--- config.mk ---
export PLATFORM = sky130hd
export DESIGN_NAME = pipeline_ctrl
export DESIGN_NICKNAME = d
export VERILOG_FILES = /design/src/rtl/pipeline_ctrl.sv
export SDC_FILE = /design/constraint.sdc
export NUM_CORES = 1
export LEC_CHECK = 0
export CORE_UTILIZATION = 31
export CTS_CLUSTER_DIAMETER = 200
export DETAILED_ROUTE_END_ITERATION = 7
export GPL_TIMING_DRIVEN = 0
export MAX_ROUTING_LAYER = met4
export PLACE_DENSITY = 0.73
export SYNTH_ARGS = -nofsm -noshare
export SYNTH_HDL_FRONTEND = slang
export SYNTH_SLANG_ARGS = --single-unit
--- constraint.sdc ---
create_clock -name clk -period 2.05 [get_ports clk]
set_clock_uncertainty 0.2 [all_clocks]
set_input_delay 0.615 -clock clk [delete_from_list [all_inputs] [get_ports clk]]
set_output_delay 0.615 -clock clk [all_outputs]
set_load 0.02 [all_outputs]
--- src/rtl/pipeline_ctrl.sv ---
// Hazard and sequencing controller for the 3-stage IF/DE/MW pipeline: memory
// wait stalls with timeout, branch/mret/trap redirects and DE operand forwarding.
module pipeline_ctrl #(
   parameter int unsigned MEM_TIMEOUT = 16
) (
   input  logic       clk,
   input  logic       rst,
   input  logic [4:0] mem_op_mw,
   input  logic       mem_ack,
   input  logic       br_taken_de,
   input  logic       mret_de,
   input  logic       irq_pending,
   input  logic [4:0] rs1_de,
   input  logic [4:0] rs2_de,
   input  logic [4:0] rd_mw,
   input  logic       rf_wr_mw,
   output logic       mem_req,
   output logic       stall_if,
   output logic       stall_de,
   output logic       flush_de,
   output logic       flush_mw,
   output logic [1:0] pc_sel,
   output logic       trap_take,
   output logic       mem_err,
   output logic       fwd_a,
   output logic       fwd_b
);

   localparam int unsigned CW = $clog2(MEM_TIMEOUT + 1);
   localparam logic [CW-1:0] TIMEOUT_VAL = CW'(MEM_TIMEOUT);
   localparam logic [CW-1:0] CNT_ONE     = CW'(1);

   typedef enum logic [1:0] {
      RUN         = 2'd0,
      MEM_WAIT    = 2'd1,
      TRAP_SETTLE = 2'd2
   } state_e;

   state_e        state_q, state_d;
   logic [CW-1:0] cnt_q, cnt_d;

   logic       memPending;
   logic       pipeFree;
   logic       memReqRaw;
   logic       stallRaw;
   logic       flushDeRaw;
   logic       flushMwRaw;
   logic [1:0] pcSelRaw;
   logic       trapRaw;
   logic       memErrRaw;
   logic       fwdARaw;
   logic       fwdBRaw;

   assign memPending = |mem_op_mw;

   always_ff @(posedge clk or negedge rst) begin
      if (!rst) begin
         state_q <= RUN;
         cnt_q   <= '0;
      end else begin
         state_q <= state_d;
         cnt_q   <= cnt_d;
      end
   end

   always_comb begin
      state_d    = state_q;
      cnt_d      = cnt_q;
      pipeFree   = 1'b0;
      memReqRaw  = 1'b0;
      stallRaw   = 1'b0;
      flushDeRaw = 1'b0;
      flushMwRaw = 1'b0;
      pcSelRaw   = 2'd0;
      trapRaw    = 1'b0;
      memErrRaw  = 1'b0;

      case (state_q)
         MEM_WAIT: begin
            memReqRaw = 1'b1;
            // An ack in the timeout cycle still completes the access.
            if (mem_ack) begin
               pipeFree = 1'b1;
               state_d  = RUN;
               cnt_d    = '0;
            end else if (cnt_q >= TIMEOUT_VAL) begin
               stallRaw   = 1'b1;
               flushMwRaw = 1'b1;
               memErrRaw  = 1'b1;
               state_d    = RUN;
               cnt_d      = '0;
            end else begin
               stallRaw = 1'b1;
               cnt_d    = cnt_q + CNT_ONE;
            end
         end
         default: begin
            memReqRaw = memPending;
            state_d   = RUN;
            cnt_d     = '0;
            if (memPending && !mem_ack) begin
               stallRaw = 1'b1;
               state_d  = MEM_WAIT;
               cnt_d    = CNT_ONE;
            end else begin
               pipeFree = 1'b1;
            end
         end
      endcase

      // Interrupts are only accepted from RUN; TRAP_SETTLE masks them for a cycle.
      if (pipeFree) begin
         if (state_q == RUN && irq_pending) begin
            trapRaw    = 1'b1;
            pcSelRaw   = 2'd2;
            flushDeRaw = 1'b1;
            flushMwRaw = 1'b1;
            state_d    = TRAP_SETTLE;
         end else if (mret_de) begin
            pcSelRaw   = 2'd3;
            flushDeRaw = 1'b1;
         end else if (br_taken_de) begin
            pcSelRaw   = 2'd1;
            flushDeRaw = 1'b1;
         end
      end
   end

   assign fwdARaw = rf_wr_mw & (rd_mw != 5'd0) & (rd_mw == rs1_de);
   assign fwdBRaw = rf_wr_mw & (rd_mw != 5'd0) & (rd_mw == rs2_de);

   // Every output is forced low while reset is held, independent of state.
   assign mem_req   = rst & memReqRaw;
   assign stall_if  = rst & stallRaw;
   assign stall_de  = rst & stallRaw;
   assign flush_de  = rst & flushDeRaw;
   assign flush_mw  = rst & flushMwRaw;
   assign pc_sel    = rst ? pcSelRaw : 2'd0;
   assign trap_take = rst & trapRaw;
   assign mem_err   = rst & memErrRaw;
   assign fwd_a     = rst & fwdARaw;
   assign fwd_b     = rst & fwdBRaw;

endmodule
# == Word-level counts from Yosys, hierarchy flattened ==
# Index checks and enable logic that the tools add are counted.
# totals
in_bits,27
register_bits,7
word_cells,57
# classes
eq_ne,3
n_reduce_logical,6
n_mux,33
n_lt_le_gt_ge,1
addsub,1
bitwise_logic,11
# op_table
cell,n
2-to-1 mux 1 bit,21
2-to-1 mux 2 bit,9
2-to-1 mux 5 bit,3
AND 1 bit,11
equality test 5 bit,2
adder 5 x 1 -> 5 bit (second input constant),1
>= comparator 5 bit (second input constant),1
nonzero test 5 bit,1
OR reduction 5 bit,1
equality test 2 x 1 -> 1 bit (second input constant),1
logical AND 1 bit,2
logical NOT 2 bit,1
logical NOT 1 bit,1

# == Longest topological paths before layout ==
# Gate-level depths: netlist of run 1.
# logic_depth
word_depth,7
ltp_mapped,4
mapped_depth_nobuf,4

# == Worst setup path before layout of run 1 ==
# OpenSTA, ideal clock, no wires.
# synth_timing
kind,in2out
start,in mem_op_mw[1]
end,out pc_sel[0]
stages,3
required_time_ns,1.235
setup_slack_ns,-0.401
t_arrival_ns,1.636
cell_sequence,nor4_4 -> a31oi_4 -> nor3_1
# synth_between
elab_chain_len,6
# synth_lines
element,line,source
start: declaration,8,"input logic [4:0] mem_op_mw,"
OR reduction 5 bit,54,assign memPending = |mem_op_mw;
logical AND 1 bit,101,if (memPending && !mem_ack) begin
2-to-1 mux 1 bit,101,
2-to-1 mux 1 bit,78,case (state_q)
2-to-1 mux 2 bit,112,if (pipeFree) begin
2-to-1 mux 2 bit,138,assign pc_sel = rst ? pcSelRaw : 2'd0;
end: declaration,22,"output logic [1:0] pc_sel,"
# No other way between the ends.

# == Worst setup path in the final report of run 1 ==
# layout_timing
start,in rd_mw[4]
end,out fwd_a
# layout_between
elab_chain_len,4
word_cells_on_any_way,5
cone_classes,1 x eq/ne; 3 x bitwise; 1 x reduce/logical
# layout_lines
element,line,source
start: declaration,15,"input logic [4:0] rd_mw,"
nonzero test 5 bit,129,assign fwdARaw = rf_wr_mw & (rd_mw != 5'd0) & (rd_mw == rs1_de);
AND 1 bit,129,
AND 1 bit (*),129,
AND 1 bit (*),141,assign fwd_a = rst & fwdARaw;
end: declaration,25,"output logic fwd_a,"
# Every way passes the cells marked *; elsewhere a longest branch is shown, timed or not.

==> results of run 1 <==
-- final cells by class --
| cell class | count | area, um2 | share of cell area [%] |
|---|---|---|---|
| inverter | 5 | 18.8 | 1.55 |
| timing repair buffer | 46 | 429 | 35.5 |
| multi-input combinational | 52 | 513 | 42.5 |
| sequential | 7 | 178 | 14.7 |
| tap | 25 | 31.3 | 2.59 |
| clock buffer | 4 | 26.3 | 2.18 |
| buffer | 1 | 11.3 | 0.933 |
-- repair_timing --
action | in CTS | in global routing
hold buffers | 1 | 0
pin swaps | 18 | 7
gates resized for setup | 137 | 10
endpoints found under the hold margin | 7 | 0
endpoints found under the setup margin | 11 | 11
buffers inserted | 7 | 1
-- worst max-delay path: cells and delay by family --
family | cells | cell delay [ns]
buf+inv | 2 | 0.25
simple gates | 2 | 0.61
compound gates | 1 | 0.22
-- per-layer routing --
layer,up-vias,wire (um)
li1,324,-
met1,288,642
met2,25,852
met3,4,83
met4,0,11
met5,-,0
-- flip-flops by register name, indices dropped and copies added, names as in the netlist --
register / count
state_q: 2
cnt_q: 5
-- power by group --
group	total, W	switching (W)	internal, W
Clock	0.000127	0.0000526	0.0000744
Sequential	0.000151	0.00000737	0.000144
Combinational	0.000175	0.0000789	0.0000957
-- metrics by stage --
step / total power (W) / TNS [ns]
2_1_floorplan: 0.000221 / -1.74
3_3_place_gp: 0.000308 / -13.56
3_5_place_dp: 0.000310 / -13.80
4_1_cts: 0.000451 / -3.56
5_1_grt: 0.000479 / -4.01
6_report: 0.000452 / -3.43
-- cell usage in the layout, fill, tap and decap left out, types with 5 or more instances in the layout --
| cell | instances |
|---|---|
| sky130_fd_sc_hd__buf_4 | 11 |
| sky130_fd_sc_hd__xnor2_1 | 7 |
| sky130_fd_sc_hd__buf_6 | 13 |
| sky130_fd_sc_hd__buf_2 | 5 |
| sky130_fd_sc_hd__dfrtp_1 | 5 |
| sky130_fd_sc_hd__xor2_1 | 5 |
| sky130_fd_sc_hd__dlygate4sd2_1 | 7 |
-- worst paths after layout --
| check | endpoint | slack, ns | cells past startpoint |
|---|---|---|---|
| worst max-delay path | fwd_a | -0.47 | 5 |
| worst min-delay path | state_q[0] | 0.33 | 1 |
| worst max register to register | state_q[0] | 0.38 | 5 |
| worst min register to register | state_q[0] | 0.33 | 1 |
| max in group asynchronous | state_q[1] | 0.73 | 2 |
| min in group asynchronous | cnt_q[2] | 0.66 | 2 |
-- kinds of logic (layout without fill, tap and decap cells) --
| logic type | after synthesis | in the layout |
|---|---|---|
| DFF | 7 | 7 |
| xor gates and xnor gates | 12 | 12 |
| and+or+nand+nor | 29 | 29 |
| AOI/OAI and AO/OA | 9 | 9 |
| buffers and inverters | 6 | 56 |
| adders and majority gates | 2 | 2 |
==> impl_metrics.json, run 1 <==
{
  "synth_seq_cells": 7,
  "vias": 641,
  "layout.cells.non_filler": 140,
  "routed_wirelength_mm": 1.59,
  "via_per_instance_ratio": 4.58,
  "area_growth_pct": 108,
  "critPathLaunchType": "input pin",
  "port_buffers": 37,
  "grt_usage_pct": 18.3,
  "synth_enable_flop_cells": 0,
  "postSynthNetCount": 94,
  "layout.nets": 145,
  "unique_cell_type_count_in_the_yosys_netlist": 27,
  "synth_sequential_area_ratio_pct": 30.1,
  "worstPathCellList": "buf_8 -> or4_4 -> o211ai_4 -> nor4_2 -> buf_4",
  "global_route_wire_length_before_repair_mm": 2.59,
  "detailedPlacementHpwl_mm": 1.18,
  "worstMarginPinSlew_ns": 0.327,
  "post-route-util_pct": 69.2,
  "final_critical_path_setup_slack_ns": -0.467,
  "cp_slowest_stage_delay_ns": 0.53,
  "maxSlewViolCount": 0,
  "clk_latency_ns": 0.26,
  "synthXorXnorAreaFrac_pct": 18.1,
  "grt_max_degree": 9,
  "post_route_cells_drive_above_1_share_pct": 48.7,
  "holdCritStartpoint": "cnt_q[4]",
  "die_area_um2": 2050,
  "mux_cell_area_share_after_synthesis_pct": 0,
  "crit_path_top_delay_cell": "sky130_fd_sc_hd__or4_4",
  "synthAdderAreaFrac_pct": 4.30,
  "synth-compound-area-share_pct": 13.1,
  "cts.root.buffer_cell": "sky130_fd_sc_hd__clkbuf_4",
  "grt_setup_unrepaired": "yes",
  "place.gp.congestion": 0.716,
  "grt-busiest-layer": "met2",
  "most_area_hungry_cell_type_in_the_yosys_netlist": "sky130_fd_sc_hd__dfrtp_1",
  "clock_tree.htree_level_count": 1,
  "tritoncts": "built",
  "static-leakage-power_nw": 0.545,
  "critPathLaunch": "rd_mw[4]",
  "path_class": "in2out",
  "cts_buf_count": 3,
  "worst_setup_path_end_kind": "primary output",
  "fillCellCount": 139,
  "setup_violations": 10,
  "grt_overflow": 0,
  "final.period_utilization_pct": 123,
  "violations": "setup timing",
  "cts_max_path_buffers": 2,
  "hold_path_class": "reg2reg",
  "place_inst": 127,
  "post_synth_instance_area_um2": 582,
  "placementRows": 15,
  "yosys_warnings": 0,
  "drcViolationCount": 0,
  "drt-initial-drc-count": 6,
  "number_of_global_route_vias_before_repair": 612,
  "final_period_minus_worst_setup_slack_ns": 2.52,
  "fin_worst_hold_slack_ns": 0.329,
  "dpl-instance-area_um2": 1060,
  "synth_top_cells_by_area": "sky130_fd_sc_hd__dfrtp_1 (30%), sky130_fd_sc_hd__xnor2_1 (11%), sky130_fd_sc_hd__xor2_1 (7.5%)",
  "postSynthCellCount": 65,
  "critical_path.max_fanout": 2,
  "critPathArrivalTime_ns": 1.70,
  "drt-pass1-iter-count": 3,
  "synth_area_per_cell_um2": 8.95,
  "ys.flop_type": "sky130_fd_sc_hd__dfrtp_1",
  "routed_wire_length_per_instance_um": 11.4,
  "io_pins": 38,
  "synth_top_family_by_area": "simple AND/OR/NAND/NOR gates",
  "initial_core_util_pct": 33.3,
  "antenna_violating_nets_post_route": 0,
  "die_h_um": 45.3,
  "cts_sinks": 7,
  "grt_antenna_before_repair": 0,
  "die_w_um": 45.3,
  "grt.met1_usage_pct": 21.8,
  "power.ir.vdd_worst_v": 0.000224,
  "worst_slew_margin_rel_pct": 77.9,
  "report.final.hold_viol_count": 0,
  "pre_cts_ws_ns": -1.39,
  "max_freq_ghz": 0.397,
  "worst-endpoint-required_ns": 1.23,
  "worst_r2r_startpoint": "state_q[1]",
  "outcome": "finished with violations",
  "grt_util_met3_pct": 5.20,
  "power-per-cell-area_nw_per_um2": 375,
  "synth_top_cells_by_count": "sky130_fd_sc_hd__dfrtp_1 (7), sky130_fd_sc_hd__xnor2_1 (7), sky130_fd_sc_hd__nor2_1 (6)",
  "fp.coreArea_um2": 1750,
  "finish.instance_area_um2": 1210,
  "max-cap-violations": 0,
  "yosysTopAreaCellShare_pct": 30.1,
  "ys_async_sr_fraction_pct": 100,
  "fraction_of_met2_tracks_used_by_global_routing_pct": 29.3,
  "antennaDiodeCount": 0,
  "cts.clk_slew.worst_paths_ns": 0.05,
  "synthSimpleGateAreaFrac_pct": 29.9
}
(Power assumes the default switching activity.)
==> run 2: changes to the inputs <==
--- a/config.mk
+++ b/config.mk
@@ -6,8 +6,9 @@
 export NUM_CORES = 1
 export LEC_CHECK = 0
 export CORE_UTILIZATION = 31
-export CTS_CLUSTER_DIAMETER = 200
+export CTS_CLUSTER_DIAMETER = 100
 export DETAILED_ROUTE_END_ITERATION = 7
+export GPL_ROUTABILITY_DRIVEN = 0
 export GPL_TIMING_DRIVEN = 0
 export MAX_ROUTING_LAYER = met4
 export PLACE_DENSITY = 0.73
==> constraint.sdc (replaced) <==
create_clock -name clk -period 2.05 [get_ports clk]
set_clock_uncertainty 0.2 [all_clocks]
set_input_delay 0.41 -clock clk [delete_from_list [all_inputs] [get_ports clk]]
set_output_delay 0.41 -clock clk [all_outputs]
set_load 0.02 [all_outputs]
==> run 2 against run 1 <==
The flow still finishes with violations (setup timing). Die area stayed put. Via count is 1.4% higher. Final cell count is 1.4% lower. First-iteration DRC count is 33% higher. Global-route usage is 0.52 points lower. Wire length is 4.3% higher. Non-clock buffer count is 2 lower. Hold slack worse by 0.036 ns. Sequential share of layout area is 1.8 points higher.
==> impl_metrics.json, run 2 (synthesized netlist as in run 1, its figures left out) <==
{
  "routed_wire_length_per_instance_um": 12.0,
  "layout.nets": 143,
  "hold_path_class": "reg2reg",
  "fin_worst_hold_slack_ns": 0.293,
  "initial_core_util_pct": 33.3,
  "final_period_minus_worst_setup_slack_ns": 2.06,
  "grt_setup_unrepaired": "yes",
  "worst_setup_path_end_kind": "primary output",
  "report.final.hold_viol_count": 0,
  "final_common_cell": "sky130_fd_sc_hd__dlygate4sd2_1",
  "drt-initial-drc-count": 8,
  "via_per_instance_ratio": 4.71,
  "antenna_violating_nets_post_route": 0,
  "global_route_wire_length_before_repair_mm": 2.51,
  "io_pins": 38,
  "register_ranked_first_by_flip_flop_count": "cnt_q",
  "clk_latency_ns": 0.25,
  "cp_slowest_stage_delay_ns": 0.40,
  "critPathLaunchType": "flip-flop",
  "worst_slew_margin_rel_pct": 79.1,
  "worst_path_dominant_cell_family": "flip-flops",
  "largestRegisters": "cnt_q (5), state_q (2)",
  "die_area_um2": 2050,
  "cts_sinks": 7,
  "die_h_um": 45.3,
  "area_growth_pct": 83.9,
  "grt_max_degree": 9,
  "critical_path_buf_inv_count": 2,
  "drt-pass1-iter-count": 4,
  "antennaDiodeCount": 0,
  "placementRows": 15,
  "die_w_um": 45.3,
  "tritoncts": "built",
  "pre_cts_ws_ns": -0.929,
  "max-cap-violations": 0,
  "worstPathCellList": "buf_6 -> nor3b_4 -> nand2_1 -> o32ai_2 -> buf_4",
  "worst-r2r-setup-slack_ns": 0.58,
  "final.period_utilization_pct": 101,
  "cts.root.buffer_cell": "sky130_fd_sc_hd__clkbuf_4",
  "grt_antenna_before_repair": 0,
  "number_of_global_route_vias_before_repair": 649,
  "setup_tns_ns": -0.0136,
  "routed_wirelength_mm": 1.66,
  "post_route_cells_drive_above_1_share_pct": 37.2,
  "fp.coreArea_um2": 1750,
  "critical_path.max_fanout": 4,
  "total_power_w": 0.000421,
  "grt_overflow": 0,
  "static-leakage-power_nw": 0.490,
  "violations": "setup timing",
  "cts.clk_slew.worst_paths_ns": 0.05,
  "max_freq_ghz": 0.485,
  "layout_common_cells": "sky130_fd_sc_hd__dlygate4sd2_1 (12), sky130_fd_sc_hd__buf_4 (11)",
  "setup_violations": 1,
  "power-per-cell-area_nw_per_um2": 394,
  "cts_buf_count": 3,
  "detailedPlacementHpwl_mm": 1.20,
  "cts_max_path_buffers": 2,
  "power.ir.vdd_worst_v": 0.000356,
  "vias": 650,
  "clock_tree.htree_level_count": 1,
  "crit_path_top_delay_cell": "sky130_fd_sc_hd__dfrtp_1",
  "worst-endpoint-required_ns": 1.44,
  "critPathArrivalTime_ns": 1.45,
  "worstMarginPinSlew_ns": 0.312,
  "drcViolationCount": 0,
  "largest_register_ff_count": 5,
  "maxSlewViolCount": 0,
  "grt_usage_pct": 17.8,
  "final_critical_path_setup_slack_ns": -0.0136,
  "path_class": "reg2out",
  "port_buffers": 37,
  "outcome": "finished with violations"
}
run 2: cell types whose count changed in the layout (fill, tap and decap cells not counted), sizes merged:
cell / delta
buf: -7
dlygate4sd2: +5
dlymetal6s2s: -4
clkdlybuf4s15: +2
clkbuf: +1
clkdlybuf4s50: +1
run 2: metrics by stage:
stage | cells | utilization (%) | instance area, um2
3_3_place_gp | 127 | 56.3 | 983
6_report | 138 | 61.3 | 1070
5_1_grt | 138 | 61.3 | 1070
3_5_place_dp | 127 | 56.3 | 983
2_1_floorplan | 65 | - | 582
4_1_cts | 137 | 59.4 | 1040
run 2: final timing paths:
check / cells past startpoint / startpoint / to
max: 5 / state_q[1] / flush_mw
max in group asynchronous: 2 / rst / state_q[0]
min reg2reg: 1 / cnt_q[4] / state_q[0]
min in group asynchronous: 2 / rst / cnt_q[3]
max reg2reg: 5 / state_q[1] / state_q[0]
min: 1 / cnt_q[4] / state_q[0]
run 2: routing by layer:
metal	global-route usage (%)	share of wire (%)	vias to the layer above
met1	15.7	35	288
met3	6.80	10	4
met2	33.3	53	36
met4	7.27	1.9	0
li1	-	-	322
met5	-	0	-
run 2: final cells by class:
class                      instances  area, um2
clock buffer                       4       26.3
fill                             162        676
inverter                           5       18.8
multi-input combinational         52        430
sequential                         7        176
tap                               25       31.3
timing repair buffer              45        387
run 2: what timing repair did:
action	CTS	global route
buffers inserted	7	1
setup endpoints to repair	11	10
hold endpoints to repair	7	0
hold buffers	1	0
pin swaps	14	7
gates resized for setup	110	9
run 2: where the power goes:
group / internal (W) / total [W] / switching (W) / leakage, nW
clock: 0.0000740 / 0.000120 / 0.0000460 / 0.0150
sequential: 0.000143 / 0.000149 / 0.00000578 / 0.0918
combinational: 0.0000849 / 0.000152 / 0.0000674 / 0.383
